==> src/rtl/led_panel_cmd_ctrl.sv <==
// led_panel_cmd_ctrl
// Decodes the UART byte stream into pixel, clear-screen and colour commands.
// Frame-buffer writes are held in a small FIFO and issued one per cycle, only
// while the panel scanner is not reading the buffer, so rows never tear.

module led_panel_cmd_ctrl #(
    parameter int           QDEPTH    = 4,
    parameter logic [2:0]   RESET_RGB = 3'b101
) (
    input  logic        clk,
    input  logic        reset,
    input  logic        rx_dv,
    input  logic [7:0]  rx_data,
    input  logic        scan_active,
    output logic        fb_we,
    output logic        fb_set,
    output logic [3:0]  fb_col,
    output logic [2:0]  fb_row,
    output logic        fb_clr,
    output logic [2:0]  rgb,
    output logic        busy,
    output logic        err,
    output logic        ovf
);

    localparam int AW = $clog2(QDEPTH);
    localparam int CW = AW + 1;

    typedef enum logic {
        S_CMD,
        S_ADDR
    } state_t;

    typedef enum logic [1:0] {
        OP_SET = 2'd0,
        OP_CLR = 2'd1,
        OP_CLS = 2'd2
    } op_t;

    typedef struct packed {
        op_t        op;
        logic [3:0] col;
        logic [2:0] row;
    } entry_t;

    state_t         state, state_nx;
    op_t            pend_op, pend_op_nx;
    logic           push_req;
    entry_t         push_entry;
    logic           err_nx;
    logic           rgb_load;

    entry_t         mem [QDEPTH];
    logic [AW-1:0]  wr_ptr, rd_ptr;
    logic [CW-1:0]  count;
    logic           pop;
    logic           push_ok;
    entry_t         rd_entry;

    // Byte decoder: next state, pending op, queue push request and error flag.
    always_comb begin
        // NOTE: every output of this block gets a default first, so no path can leave one unassigned and infer a latch.
        state_nx   = state;
        pend_op_nx = pend_op;
        push_req   = 1'b0;
        push_entry = '{op: OP_SET, col: 4'd0, row: 3'd0};
        err_nx     = 1'b0;
        rgb_load   = 1'b0;
        if (rx_dv) begin
            case (state)
                S_CMD: begin
                    case (rx_data[7:4])
                        4'h0: rgb_load = 1'b1;
                        4'h1: begin
                            state_nx   = S_ADDR;
                            pend_op_nx = OP_SET;
                        end
                        4'h2: begin
                            state_nx   = S_ADDR;
                            pend_op_nx = OP_CLR;
                        end
                        4'h3: begin
                            push_req   = 1'b1;
                            push_entry = '{op: OP_CLS, col: 4'd0, row: 3'd0};
                        end
                        4'hF: ;  // no-op filler byte
                        default: err_nx = 1'b1;
                    endcase
                end
                S_ADDR: begin
                    state_nx = S_CMD;
                    if (rx_data == 8'hF5) begin
                        // abort: drop the pending op silently
                    end else if (rx_data[3]) begin
                        err_nx = 1'b1;
                    end else begin
                        push_req   = 1'b1;
                        push_entry = '{op: pend_op, col: rx_data[7:4], row: rx_data[2:0]};
                    end
                end
                default: state_nx = S_CMD;
            endcase
        end
    end

    // A pop frees a slot in the same cycle, so a push into a full queue is
    // still accepted when an entry is leaving.
    assign pop      = (count != '0) && !scan_active;
    assign push_ok  = push_req && ((count != CW'(QDEPTH)) || pop);
    assign rd_entry = mem[rd_ptr];
    assign busy     = (state == S_ADDR) || (count != '0);

    // Decoder state register.
    always_ff @(posedge clk) begin
        // NOTE: sequential state uses non-blocking assignments so every register samples pre-edge values.
        if (reset) begin
            state   <= S_CMD;
            pend_op <= OP_SET;
        end else begin
            state   <= state_nx;
            pend_op <= pend_op_nx;
        end
    end

    // Queue storage.
    always_ff @(posedge clk) begin
        // NOTE: storage is not reset; the pointers and count define validity, so stale contents are never read.
        if (push_ok) begin
            mem[wr_ptr] <= push_entry;
        end
    end

    // Queue pointers and occupancy.
    always_ff @(posedge clk) begin
        if (reset) begin
            wr_ptr <= '0;
            rd_ptr <= '0;
            count  <= '0;
        end else begin
            if (push_ok) wr_ptr <= wr_ptr + AW'(1);
            if (pop)     rd_ptr <= rd_ptr + AW'(1);
            case ({push_ok, pop})
                2'b10:   count <= count + CW'(1);
                2'b01:   count <= count - CW'(1);
                default: count <= count;
            endcase
        end
    end

    // Registered outputs: colour, write/clear strobes, error and overflow pulses.
    always_ff @(posedge clk) begin
        if (reset) begin
            rgb    <= RESET_RGB;
            fb_we  <= 1'b0;
            fb_set <= 1'b0;
            fb_col <= 4'd0;
            fb_row <= 3'd0;
            fb_clr <= 1'b0;
            err    <= 1'b0;
            ovf    <= 1'b0;
        end else begin
            fb_we  <= 1'b0;
            fb_clr <= 1'b0;
            err    <= err_nx;
            ovf    <= push_req && !push_ok;
            if (rgb_load) rgb <= rx_data[2:0];
            if (pop) begin
                if (rd_entry.op == OP_CLS) begin
                    fb_clr <= 1'b1;
                end else begin
                    fb_we  <= 1'b1;
                    fb_set <= (rd_entry.op == OP_SET);
                    fb_col <= rd_entry.col;
                    fb_row <= rd_entry.row;
                end
            end
        end
    end

endmodule
==> config.mk <==
export PLATFORM = sky130hd
export DESIGN_NAME = led_panel_cmd_ctrl
export DESIGN_NICKNAME = d
export VERILOG_FILES = /design/src/rtl/led_panel_cmd_ctrl.sv
export SDC_FILE = /design/constraint.sdc
export NUM_CORES = 1
export LEC_CHECK = 0
export CORE_MARGIN = 5
export CORE_UTILIZATION = 50
export DETAILED_ROUTE_END_ITERATION = 10
export PLACE_DENSITY = 0.75
export SLEW_MARGIN = 40
export SYNTH_ARGS = -nofsm -noshare
export SYNTH_HDL_FRONTEND = slang
export SYNTH_SLANG_ARGS = --single-unit
export TNS_END_PERCENT = 10
==> constraint.sdc <==
create_clock -name clk -period 2.25 [get_ports clk]
set_input_delay 0.225 -clock clk [delete_from_list [all_inputs] [get_ports clk]]
set_output_delay 0.225 -clock clk [all_outputs]
set_load 0.1 [all_outputs]
==> impl_metrics.ini <==
[outcome]
status = complete, no violations

[global_route]
grtUsageMet3_pct = 6.25
grt_use_met1_pct = 20.4
antenna_found_initial = 0
grt_pass1_vias = 1678
use_met2_pct = 27.1
grt_max_degree = 16
grt-ovfl-total = 0
grt_pass1_wl_um = 8080
grt_usage_pct = 16.8
top_usage_layer = met2

[setup_path]
endpoint_kind = register
reg2reg_to = count[2]
r2r_cells = 7
required_ns = 2.48
cp_max_fo = 4
r2r-start = state
arrival_ns = 2.40
start_kind = register
worstSetupPathType = reg2reg
regToRegSetupSlack_ns = 0.08

[timing]
setup_viol = 0
final.setup_skew_ns = 0.00665
maxSlewViolCount = 0
hold_violations = 0
whs_ns = 0.244
fmax_mhz = 461
slew_headroom_pct = 61.7
rsz0062_at_grt = false
min_period_ns = 2.17
tightest_slew_ns = 0.573
finalCritPeriodShare_pct = 96.5

[route]
routed_via_density = 5.07
drc = 0
drt_iter0_markers = 90
ant_nets = 0
finalWirelength_um = 4760
dr_total_vias = 1558
avgRoutedWirePerCell_um = 15.5
dr.pass1.iters = 4

[place]
post-dp-hpwl_um = 3510
place_congestion = 0.894
dp.cells = 290
io_buffers = 27

[worst_hold_path]
min_path_cells = 2
worstHoldStart = rx_dv
hold_end = err
worstHoldPathType = in2reg

[synth]
synth_top_cell_by_area = edfxtp_1
ys.flop_type = edfxtp_1
synth_area_um2 = 2560
synth_edf_count = 36
seq_area_frac_synth_pct = 62.5
synthCells = 178
yosysMostFrequentCell = edfxtp_1
yosysTopAreaCellShare_pct = 42.2
yosys_register_bits = 62
avgSynthCellArea_um2 = 14.4
synthesis.nets = 195
synth-async-reset-ratio_pct = 0
synth_common_cells = edfxtp_1, dfxtp_1, nor2_1
synth_top_cells_by_area = edfxtp_1, dfxtp_1, mux4_2
yosysUniqueCellTypes = 35
ys.warnings.count = 0

[floorplan]
dieWidth_um = 81.6
die_h_um = 81.6
io_pins = 28
initial_core_util_pct = 50.8
num_rows = 26
die-area_um2 = 6660
coreArea_um2 = 5040

[finish]
finalCoreUtilization_pct = 65.0
syn2layout_area_growth_pct = 27.9
final_cells = 307
nNetsFinal = 249
diodes = 0
drive_above_1_share_pct = 32.5

[clocking]
clockBufferDepth = 2
clock-root-buffer = clkbuf_8
cts_tree = done
cts_sinks = 62
insertion_delay_ns = 0.34
clk_pin_slew_worst_paths_ns = 0.07
cts_buffers = 9
htreeDepth = 3

[power_and_ir_drop]
power_density_nw_per_um2 = 1130
ir_drop_mv = 0.988
power.leakage_nw = 1.20

[flow_run]
drv_cap = 0
placed cells by master, fill, tap and decap left out, types with 2 or more instances in the layout:
master            n
buf_12            4
a211o_1           2
dfxtp_1          26
buf_4            37
inv_1             2
clkinvlp_4        3
nand2_1           3
dlymetal6s2s_1    2
nor3b_1           3
a21oi_1           4
mux2i_1          10
nor3_1            5
and2_1           11
xnor2_1           2
nand2b_1          5
clkdlybuf4s50_1   8
edfxtp_1         36
ha_1              4
mux4_2            9
mux2_4            2
nor2b_1           6
clkbuf_8          9
xor2_1            2
nor2_1           25
cells by family (layout without fill, tap and decap cells):
| family | Yosys count | count (layout) | synth area share [%] |
|---|---|---|---|
| AOI/OAI and AO/OA | 11 | 11 | 4.15 |
| xor gates and xnor gates | 4 | 4 | 1.37 |
| adders and majority gates | 5 | 5 | 2.73 |
| buffers and inverters | 11 | 70 | 2.44 |
| DFF | 62 | 62 | 62.5 |
| muxes | 21 | 21 | 13.0 |
| and+or+nand+nor | 64 | 64 | 13.8 |
state kept, by name, indices dropped and copies added (netlist names), 2 cells and up, named ones only:
name	count
count	3
mem	36
wr_ptr	2
fb_col	4
fb_row	3
rd_ptr	2
rgb	3
power by group:
group	total (mW)	switching (mW)	internal, mW
sequential	1.38	0.0795	1.30
clock	0.948	0.436	0.512
combinational	1.39	0.905	0.486
stage by stage:
step	setup TNS [ns]	area, µm²	total power [mW]	setup WS [ns]
final	0	3280	3.71	0.0788
after global placement	-2.13	3070	2.77	-0.265
after global routing	0	3280	3.90	0.000322
after CTS	0	3260	3.75	0.0303
after detailed placement	-4.60	3070	2.80	-0.359
after floorplan	0	2570	2.45	0.0267
metal layers:
layer | wire (µm) | vias to the layer above
met5 | 0 | -
met4 | 104 | 0
met3 | 312 | 9
met2 | 2310 | 52
met1 | 2040 | 748
li1 | - | 749
critical path, cell delays in order, from the launching register on:
cell and delay (ns):
dfxtp_1 0.36, nor4b_4 0.34, and3_1 0.22, nor3_1 0.08, fa_2 0.38, nor4_4 0.33
a31oi_4 0.05, mux2_4 0.29
layout make-up:
class | count | area, µm²
clock buffer | 9 | 124
clock inverter | 7 | 73.8
fill | 353 | 1760
inverter | 2 | 7.51
multi-input combinational | 105 | 912
sequential | 62 | 1600
tap | 70 | 87.6
timing repair buffer | 52 | 472
repair_timing:
item	4_1_cts	5_1_grt
hold buffers	0	0
setup endpoints to repair	1	1
resized for setup	1	3
buffers inserted	0	1
pin swaps	0	1
worst max-delay path by stage:
stage                           from        to  slack [ns]  cells past startpoint
final                          state  count[2]        0.08                      7
after global routing           state  count[2]      0.0003                      7
after CTS                 rx_data[6]  count[2]        0.03                      8
after detailed placement  rx_data[7]  count[2]       -0.36                      8
after global placement    rx_data[7]  count[2]       -0.26                      8
after floorplan                state  count[2]        0.03                      8
Power figures use the tool's default switching activity.
